File: src/rtl/hdc_pkg.sv
// Shared HDC constants and types. Popcount width must hold NUM_HVS itself.
package hdc_pkg;

  localparam int DIMENSIONS_DEF = 6;
  localparam int NUM_HVS_DEF    = 6;
  localparam int PAR_BITS_DEF   = 2;

  typedef enum logic {
    ST_IDLE = 1'b0,
    ST_BUSY = 1'b1
  } bundler_state_e;

  function automatic int popcnt_width(input int num_hvs);
    return $clog2(num_hvs + 1);
  endfunction

endpackage

File: src/rtl/bundler_majority_bit.sv
// Combinational majority of one hypervector column; latency 0, no flow control.
// A tie (even NUM_HVS only) resolves to the caller-supplied tie-break bit.
module bundler_majority_bit
  import hdc_pkg::*;
#(
  parameter int NUM_HVS = NUM_HVS_DEF
) (
  input  logic [NUM_HVS-1:0] col,
  input  logic               tie_brk,
  output logic               maj
);

  localparam int              CNTW = popcnt_width(NUM_HVS);
  localparam logic [CNTW-1:0] HALF = CNTW'(NUM_HVS / 2);
  localparam bit              EVEN = (NUM_HVS % 2) == 0;

  logic [CNTW-1:0] cnt;

  always_comb begin
    cnt = '0;
    for (int j = 0; j < NUM_HVS; j++) begin
      cnt = cnt + CNTW'(col[j]);
    end
  end

  // For odd NUM_HVS, cnt == HALF is a strict minority, not a tie.
  always_comb begin
    maj = 1'b0;
    if (cnt > HALF) begin
      maj = 1'b1;
    end else if (EVEN && (cnt == HALF)) begin
      maj = tie_brk;
    end
  end

endmodule

File: src/rtl/bundler.sv
// Serial-parallel majority bundler, PAR_BITS dimensions per cycle; DIMENSIONS/PAR_BITS cycles from en to out.
// No backpressure: en is only honoured while idle, and is ignored while a bundle is in flight.
module bundler
  import hdc_pkg::*;
#(
  parameter int DIMENSIONS = DIMENSIONS_DEF,
  parameter int NUM_HVS    = NUM_HVS_DEF,
  parameter int PAR_BITS   = PAR_BITS_DEF
) (
  input  logic                  clk,
  input  logic                  nrst,
  input  logic                  en,
  input  logic [DIMENSIONS-1:0] hv_array [NUM_HVS-1:0],
  output logic                  out,
  output logic [DIMENSIONS-1:0] hv_out
);

  localparam int            NCHUNKS = DIMENSIONS / PAR_BITS;
  localparam int            CW      = (NCHUNKS > 1) ? $clog2(NCHUNKS) : 1;
  localparam logic [CW-1:0] LAST    = CW'(NCHUNKS - 1);

  if ((DIMENSIONS % PAR_BITS) != 0) begin : g_bad_par_bits
    $error("bundler: DIMENSIONS must be a multiple of PAR_BITS");
  end
  if (NUM_HVS < 2) begin : g_bad_num_hvs
    $error("bundler: NUM_HVS must be at least 2");
  end

  bundler_state_e        state_q, state_d;
  logic [DIMENSIONS-1:0] cap_q [NUM_HVS-1:0];
  logic [DIMENSIONS-1:0] cap_d [NUM_HVS-1:0];
  logic [CW-1:0]         cnt_q, cnt_d;
  logic [DIMENSIONS-1:0] part_q, part_d;
  logic [DIMENSIONS-1:0] hv_out_q, hv_out_d;
  logic                  out_q, out_d;

  int                    chunk_base;
  logic [NUM_HVS-1:0]    col [PAR_BITS];
  logic [PAR_BITS-1:0]   tie;
  logic [PAR_BITS-1:0]   maj;
  logic [DIMENSIONS-1:0] part_full;

  assign chunk_base = int'(cnt_q) * PAR_BITS;

  // Transpose the current chunk of the capture register into per-dimension columns.
  always_comb begin
    for (int p = 0; p < PAR_BITS; p++) begin
      col[p] = '0;
      for (int j = 0; j < NUM_HVS; j++) begin
        col[p][j] = cap_q[j][chunk_base + p];
      end
      tie[p] = col[p][0] ^ col[p][1];
    end
  end

  for (genvar p = 0; p < PAR_BITS; p++) begin : g_maj
    bundler_majority_bit #(
      .NUM_HVS (NUM_HVS)
    ) u_maj (
      .col     (col[p]),
      .tie_brk (tie[p]),
      .maj     (maj[p])
    );
  end

  always_comb begin
    part_full                           = part_q;
    part_full[chunk_base +: PAR_BITS]   = maj;
  end

  always_comb begin
    state_d  = state_q;
    cap_d    = cap_q;
    cnt_d    = cnt_q;
    part_d   = part_q;
    hv_out_d = hv_out_q;
    out_d    = 1'b0;
    case (state_q)
      ST_IDLE: begin
        if (en) begin
          cap_d   = hv_array;
          cnt_d   = '0;
          state_d = ST_BUSY;
        end
      end
      ST_BUSY: begin
        part_d = part_full;
        if (cnt_q == LAST) begin
          hv_out_d = part_full;
          out_d    = 1'b1;
          cnt_d    = '0;
          state_d  = ST_IDLE;
        end else begin
          cnt_d = cnt_q + CW'(1);
        end
      end
      default: state_d = ST_IDLE;
    endcase
  end

  always_ff @(posedge clk or negedge nrst) begin
    if (!nrst) begin
      state_q  <= ST_IDLE;
      for (int j = 0; j < NUM_HVS; j++) begin
        cap_q[j] <= '0;
      end
      cnt_q    <= '0;
      part_q   <= '0;
      hv_out_q <= '0;
      out_q    <= 1'b0;
    end else begin
      state_q  <= state_d;
      cap_q    <= cap_d;
      cnt_q    <= cnt_d;
      part_q   <= part_d;
      hv_out_q <= hv_out_d;
      out_q    <= out_d;
    end
  end

  assign out    = out_q;
  assign hv_out = hv_out_q;

endmodule

File: config.mk
export PLATFORM = sky130hd
export DESIGN_NAME = bundler
export DESIGN_NICKNAME = d
export VERILOG_FILES = /design/src/rtl/hdc_pkg.sv /design/src/rtl/bundler_majority_bit.sv /design/src/rtl/bundler.sv
export SDC_FILE = /design/constraint.sdc
export NUM_CORES = 1
export LEC_CHECK = 0
export BUFFER_PORTS_ARGS = -buffer_cell sky130_fd_sc_hd__buf_2
export CORE_MARGIN = 2
export CORE_UTILIZATION = 50
export DETAILED_ROUTE_END_ITERATION = 6
export GPL_TIMING_DRIVEN = 0
export PLACE_DENSITY = 0.78
export SLEW_MARGIN = 20
export SYNTH_ARGS = -nofsm -noshare
export SYNTH_HDL_FRONTEND = slang
export SYNTH_HIERARCHICAL = 1
export SYNTH_SLANG_ARGS = --single-unit
File: constraint.sdc
create_clock -name clk -period 3.4 [get_ports clk]
set_input_delay 0.34 -clock clk [delete_from_list [all_inputs] [get_ports clk]]
set_output_delay 0.34 -clock clk [all_outputs]
set_load 0.02 [all_outputs]
; ---- Word-level counts from Yosys, hierarchy flattened
; Cells that the tools add are included.
[classes]
eq_ne = 4
addsub = 13
shifts = 2
mux = 43
n_reduce_logical = 2
n_lt_le_gt_ge = 4
bitwise_logic = 3
[op_table]
columns = operator, count
row1 = $neg A3 Y33, 1
row2 = $shift A2 B33 Y6 const A, 1
row3 = $shiftx A2 B33 Y6, 1
row4 = $mux W1, 26
row5 = $add A3 B1 Y3, 8
row6 = $bmux W1 S3, 6
row7 = $bmux W1 S2, 6
row8 = $bwmux W6, 1
row9 = $eq A3 B2 Y1 const B, 2
row10 = $gt A3 B2 Y1 const B, 2
row11 = $add A1 B1 Y2, 2
row12 = $add A3 B1 Y4 const B, 1
row13 = $lt A3 B4 Y1 const B, 1
row14 = $lt A4 B4 Y1 const B, 1
row15 = $mux W2, 2
row16 = $pmux W2 S2, 1
row17 = $reduce_and A2 Y1, 2
row18 = $add A2 B1 Y2 const B, 1
row19 = $eq A2 B2 Y1 const B, 1
row20 = $ne A2 B2 Y1 const B, 1
row21 = $pmux W1 S2, 1
row22 = $xor A1 B1 Y1, 2
row23 = $not A1 Y1, 1
[totals]
wordCells = 82
out_inout_bits = 7
ff_bits = 52
input_bits = 39

; ---- Longest topological paths before layout
; Gate-level depths: netlist (run 1).
[depth]
word_depth = 14
ltp_mapped = 17
depth_no_buf = 15

; ---- Cells and area by module
; Netlist (run 1), hierarchy kept.
[by_module_without_submodules]
columns = mod, seq_area_each_um2, cells_each, instances, area_per_inst_um2
row1 = bundler, 1251.2, 172, 1, 2327.2
row2 = bundler_majority_bit, 0.0, 13, 2, 110.1

; ---- Worst setup path before layout (run 1)
; Ideal clock, no wire load.
[synth_timing]
path_type = register -> register
startpoint = reg cnt_q[1]
endpoint = reg part_q[3]
t_arrival_ns = 3.249
path_slack_ns = 0.086
t_required_ns = 3.335
stages_incl_launch_ff = 17
setup_ns = 0.065
period_less_slack_ns = 3.314
path_cell_list = dfrtp_1 -> buf_6 -> buf_12 -> mux2i_1 -> o2bb2ai_2 -> inv_1 -> fa_1 -> fa_1 -> inv_1 -> ha_1 -> inv_1 -> fa_1 -> nand3b_1 -> nand2_1 -> nand3_1 -> nor3_1 -> a22o_1
[synth_rtl]
columns = item, line_no
row1 = from (decl), bundler.sv:32  ; logic [CW-1:0] cnt_q, cnt_d;
row2 = from (signal assigned), bundler.sv:114  ; cnt_q <= cnt_d;
row3 = to (signal assigned), bundler.sv:115  ; part_q <= part_d;
row4 = to (decl), bundler.sv:33  ; logic [DIMENSIONS-1:0] part_q, part_d;

==> impl_results.md, run 1 <==
* Status: finished, violations left
* Violated checks: setup timing
* Vias/cell at 5.166
* Path type of the worst setup path: register to register
* Proportion of layout cells with a drive suffix above 1 at 54.24%
* RSZ-0062 raised after global routing: yes
* Clock Sinks at 50
* Antenna cell count at 0
* # IOs at 46
* Die W at 75.38 um
* Worst Path Max Fanout at 5
* Post-route insts no fill at 338
* Post-Syn Nets at 249
* Clock root buffer master: clkbuf_8
* H-tree levels at 2
* Worst setup EP type: register
* R2r startpoint: cnt_q[1]
* Critical Path RT at 3580 ps
* 1st-iter DRT viols at 103
* Final number of max-transition violations at 0
* Final wirelength at 5320 um
* Largest net degree at the start of global routing at 51
* Max-Cap Viols at 0
* Final worst slack at -148.2 ps
* Routed Antenna Nets at 0
* Core area at 4817 um^2
* DRC viols at 0
* CTS tree: built
* Longest Clk Path Bufs at 2
* Input/output buffers at 45
* Syn Inst Count at 198
* Synthesis-to-finish area growth at 27.21%
* FMAX at 281.8 MHz
* Global-route wire length before repair at 8431 um
* Yosys cell types at 33
* Grt peak-use layer: met2
* Placed cells at 310
* Placement Rows at 25
* Initial Util at 52.88%
* Final Hold Vio Count at 0
* GR Util All Layers at 20.26%
* DP HPWL at 3350 um
* Gpl congestion at 0.7761
* 1st-pass router iterations at 4
* Avg Cell Area, Syn at 12.87 um^2
* Cts bufs inserted at 5
* Total number of vias at 1746
* Register-to-Register Path Depth at 16
* Critical Path Source: cnt_q[1]
* Die H at 75.38 um
* YS warnings at 6
* Slew margin rel. at 58.12%
* Post-layout min period at 3548 ps
* Worst skew pair latency at 300 ps
* # setup viols final at 9
* Antenna violations before repair at 0
* Fin Clk Skew at 8.846 ps
* Critical Path Source Type: register
* Cell Area, Synth at 2547 um^2
* Final Util at 67.27%
* Reg2reg end: hv_out[1]
* Nets at 323
* Vias in the first global route at 1717
* Met2 usage at 32.17%
* Worst-path clk slew at 80 ps
* Register area share after synthesis at 49.12%
* Avg WL per Cell at 15.74 um
* Arrival @ worst endpoint at 3730 ps
* Gr ovfl total at 0
* Flops & latches, synth at 50
* Die area at 5682 um^2
* Routing usage on met3 at 4.101%
* M1 GR Usage at 28.63%
* Post-route clock period utilization at 104.4%
* Worst Tran Pin Value at 628.2 ps
* Reg2Reg Setup Slack at -150 ps
* Hold Crit Class: primary input to asynchronous set/reset pin
[synthesized netlist by cell type, drive strengths merged]
library cell / instances / area share (%)
nor2: 5 / 0.74
mux2i: 12 / 4.7
a22o: 3 / 1.0
fa: 6 / 4.7
nor4: 1 / 0.83
buf: 10 / 4.1
a32o: 3 / 1.2
o22a: 1 / 0.34
ha: 6 / 2.9
a21oi: 2 / 0.39
xor2: 2 / 0.69
o31ai: 2 / 0.59
dfrtp: 50 / 49
nor2b: 3 / 1.0
and4bb: 1 / 0.49
nand2: 13 / 2.0
o21ai: 9 / 1.8
and4b: 1 / 0.39
nor3: 1 / 0.20
inv: 20 / 2.9
nand3: 1 / 0.20
a21o: 1 / 0.29
mux2: 36 / 16
nand3b: 2 / 0.59
a221oi: 2 / 0.69
nand2b: 1 / 0.25
o2bb2ai: 4 / 1.9
[flip-flops by register name, indices dropped and copies added, names as in the netlist]
name	count
out	1
hv_out	6
state_q	1
cnt_q	2
part_q	4
cap_q	36
[how the worst max path moves through the flow]
| stage | endpoint | slack (ps) | cells after the start |
|---|---|---|---|
| 6_report | hv_out[1] | -150 | 16 |
| 5_1_grt | hv_out[0] | -260 | 16 |
| 4_1_cts | part_q[3] | -70 | 16 |
| 3_5_place_dp | hv_out[3] | -340 | 16 |
| 3_3_place_gp | part_q[3] | -210 | 16 |
| 2_1_floorplan | part_q[3] | 90 | 16 |
[timing repair]
action                     in CTS  in global routing
buffers inserted               17                  5
setup endpoints to repair       8                 10
pin swaps                      15                 22
gates resized for setup        17                 14
hold endpoints to repair        0                  0
hold buffers                    0                  0
[critical path, cell delays in order (launching register included)]
cell and delay, ps:
dfrtp_1 400, buf_6 150, buf_6 110, mux2i_2 140, o2bb2ai_2 190, inv_2 60
fa_1 550, fa_1 420, inv_1 70, ha_2 160, inv_2 40, fa_1 480
nand3b_1 140, nand2_2 100, buf_6 130, a221oi_2 210, nor2_1 80
[placed cells by master (no fill, tap or decap), drive strengths merged]
cell type  Yosys  routed
a221oi         2       2
and4b          1       1
nor2b          3       3
nand2b         1       1
ha             6       6
inv           20      20
xor2           2       2
nor4           1       1
a22o           3       3
o22a           1       1
o2bb2ai        4       4
nand3b         2       2
mux2i         12      12
nand2         13      13
and4bb         1       1
fa             6       6
clkbuf         0       6
a32o           3       3
a21oi          2       2
nor3           1       1
o31ai          2       2
mux2          36      36
buf           10      77
dfrtp         50      50
nand3          1       1
o21ai          9       9
a21o           1       1
nor2           5       5
[metal layers]
metal / vias up / routed length [um]
met1: 854 / 2431
met5: - / 0
met2: 50 / 2595
met4: 0 / 55
li1: 835 / -
met3: 7 / 237
[layout make-up]
class,instances,area [um^2]
Sequential cell,50,1251
Buffer,10,107.6
Timing Repair Buffer,67,425.4
Fill cell,383,1577
Clock buffer,6,82.58
Multi-Input combinational cell,118,1215
Tap cell,67,83.83
Inverter,20,75.07
[cells by family after synthesis]
logic type,after synthesis,share of synthesized area (%)
compound gates,27,8.154
buf+inv,30,7.023
xor+xnor,2,0.6877
mux,48,20.63
fa+ha+maj,12,7.662
flops,50,49.12
simple gates,29,6.728
[metrics by stage]
step / area, um^2 / setup WS (ps) / setup TNS, ps / hold slack [ps]
CTS: 3151 / -71.38 / -207.2 / 243.6
detailed placement: 2856 / -341.2 / -967.8 / 474.0
global route: 3241 / -263.8 / -1781 / 92.87
global placement: 2856 / -207.7 / -477.3 / 469.2
floorplan: 2547 / 85.71 / 0 / 44.41
finish: 3241 / -148.2 / -790.6 / 58.10
Power of run 1 is not shown: default switching activity piles up to over one toggle a cycle in this logic, so the estimate is an artifact.
==> run 2: changes to the inputs <==
--- a/config.mk
+++ b/config.mk
@@ -5,6 +5,7 @@
 export SDC_FILE = /design/constraint.sdc
 export NUM_CORES = 1
 export LEC_CHECK = 0
+export ABC_CLOCK_PERIOD_IN_PS = 3400
 export BUFFER_PORTS_ARGS = -buffer_cell sky130_fd_sc_hd__buf_2
 export CORE_MARGIN = 2
 export CORE_UTILIZATION = 50
@@ -16,3 +17,4 @@
 export SYNTH_HDL_FRONTEND = slang
 export SYNTH_HIERARCHICAL = 1
 export SYNTH_SLANG_ARGS = --single-unit
+export TNS_END_PERCENT = 30
==> run 2 against run 1 <==
Effect of this change:
- the run still ends with setup timing left
- via count is 1.1% higher
- sequential share of layout area is 0.32 points higher
- sequential cell count stayed put
- setup slack worse by 47 ps
- critical path depth is 2 higher
- final area is 0.81% lower
- routed wire length is 0.71% lower
- global-route usage hardly changed
- register-to-register slack worse by 50 ps
- clock skew hardly changed
- clock-buffer cell count stayed put
- critical endpoint is now part_q[3]
==> impl_results.md, run 2 (synthesis results as in run 1) <==
* Gr ovfl total at 0
* Input/output buffers at 45
* Switching pwr at 1.604 mW
* Worst Path Max Fanout at 5
* Core area at 4817 um^2
* Sequential cell area at 1251 um^2
* PwrDens at 1205 nW/um^2
* Clock Sinks at 50
* Global-route wire length before repair at 8473 um
* Most frequent cells in the layout: dfrtp_1 (50), buf_2 (45), mux2_2 (36), buf_4 (24), inv_1 (14)
* Post-route clock period utilization at 105.7%
* Worst Tran Pin Value at 626.4 ps
* Total power at 3.873 mW
* Avg WL per Cell at 15.54 um
* Synthesis-to-finish area growth at 26.18%
* Vias/cell at 5.191
* FMAX at 278.2 MHz
* DP HPWL at 3350 um
* Final Hold Vio Count at 0
* Combinational power share at 64.1%
* Final number of max-transition violations at 0
* Final wirelength at 5282 um
* Leading cell type in the layout, fill and taps excluded: dfrtp_1
* Die area at 5682 um^2
* Die W at 75.38 um
* RSZ-0062 raised after global routing: yes
* Clock power share at 8.7%
* Arrival @ worst endpoint at 3830 ps
* Fin area at 3214 um^2
* Clock root buffer master: clkbuf_8
* Worst setup EP type: register
* Status: finished, violations left
* Fin Clk Skew at 9.044 ps
* Slew margin rel. at 58.24%
* Violated checks: setup timing
* Antenna cell count at 0
* Nets at 325
* Path type of the worst setup path: register to register
* # IOs at 46
* Vias in the first global route at 1742
* Worst-path clk slew at 80 ps
* Sequential share of power at 27.2%
* Final Util at 66.73%
* Cts bufs inserted at 5
* Setup_tns at -1096 ps
* VDD IR max at 0.0005060 V
* Reg2Reg Setup Slack at -190 ps
* Leak at 1.513 nW
* Max-Cap Viols at 0
* Gpl congestion at 0.7761
* Routed Antenna Nets at 0
* Post-layout min period at 3595 ps
* Critical Path RT at 3630 ps
* Switching Fraction at 41.41%
* Largest net degree at the start of global routing at 51
* CTS tree: built
* Final worst slack at -195.0 ps
* Die H at 75.38 um
* Total number of vias at 1765
* Max reg flops at 36
* # setup viols final at 10
* Longest Clk Path Bufs at 2
* Antenna violations before repair at 0
* 1st-pass router iterations at 4
* Post-placement cell area at 2856 um^2
* Pint at 2.269 mW
* Critical Path Source Type: register
* Hold Crit Class: primary input to asynchronous set/reset pin
* Proportion of layout cells with a drive suffix above 1 at 53.85%
* Fill cell count at 384
* 1st-iter DRT viols at 110
* H-tree levels at 2
* Most flops, register: cap_q
* DRC viols at 0
* Worst skew pair latency at 300 ps
* Register-to-Register Path Depth at 18
* Initial Util at 52.88%
* GR Util All Layers at 20.29%
* Multi-input gate area at 1186 um^2
* Placement Rows at 25
## run 2: final timing paths
path	from	endpoint
worst max-delay path	cnt_q[1]	part_q[3]
worst min-delay path	nrst	cap_q[18]
worst max register to register	cnt_q[1]	part_q[3]
worst min register to register	part_q[2]	part_q[2]
max in group asynchronous	nrst	part_q[2]
min in group clk	hv_array[24]	cap_q[24]
## run 2: power by group through the flow
stage	clock, mW	combinational [mW]	sequential [mW]
floorplan	0	1.39	1.06
global placement	0	1.78	1.04
detailed placement	0	1.89	1.05
CTS	0.347	2.25	1.05
global route	0.372	2.69	1.09
finish	0.337	2.48	1.05
## run 2: cell type report
cell class	instances	area share (%)
buffer	10	3.348
clock buffer	6	2.569
inverter	20	2.336
timing repair buffer	69	13.31
tap	67	2.608
sequential	50	38.93
multi-input combinational	118	36.90
## run 2: per-stage QoR
stage	worst slack, ps	instances	hold WS [ps]
6_report	-195.0	340	42.93
5_1_grt	-277.0	340	96.02
4_1_cts	-71.38	333	243.6
3_5_place_dp	-341.2	310	474.0
3_3_place_gp	-207.7	310	469.2
2_1_floorplan	85.71	198	44.41
## run 2: repair_timing
item / 4_1_cts / 5_1_grt
gates resized for setup: 13 / 14
endpoints found under the hold margin: 0 / 0
buffers inserted: 17 / 7
setup endpoints to repair: 8 / 10
hold buffers: 0 / 0
pin swaps: 14 / 20
## run 2: routing by layer
layer | GRT usage (%) | routed length [um] | share of wire [%]
met1 | 28.29 | 2382 | 45
met2 | 32.08 | 2667 | 50
met3 | 4.497 | 193 | 3.7
met4 | 6.043 | 40 | 0.76
met5 | 0 | 0 | 0
## run 2: worst max-delay path: stages (launching register included)
cell,delay (ps)
dfrtp_1,400
buf_6,140
nor2b_4,160
buf_6,150
buf_6,100
nand2_2,30
o21ai_1,60
inv_1,60
fa_1,520
fa_1,430
inv_1,80
ha_2,170
inv_2,40
fa_1,430
nand3b_1,190
nand2_2,130
nand3_2,100
nor3_4,160
a22o_1,170
Note: power is estimated with default switching activity, not from simulation.
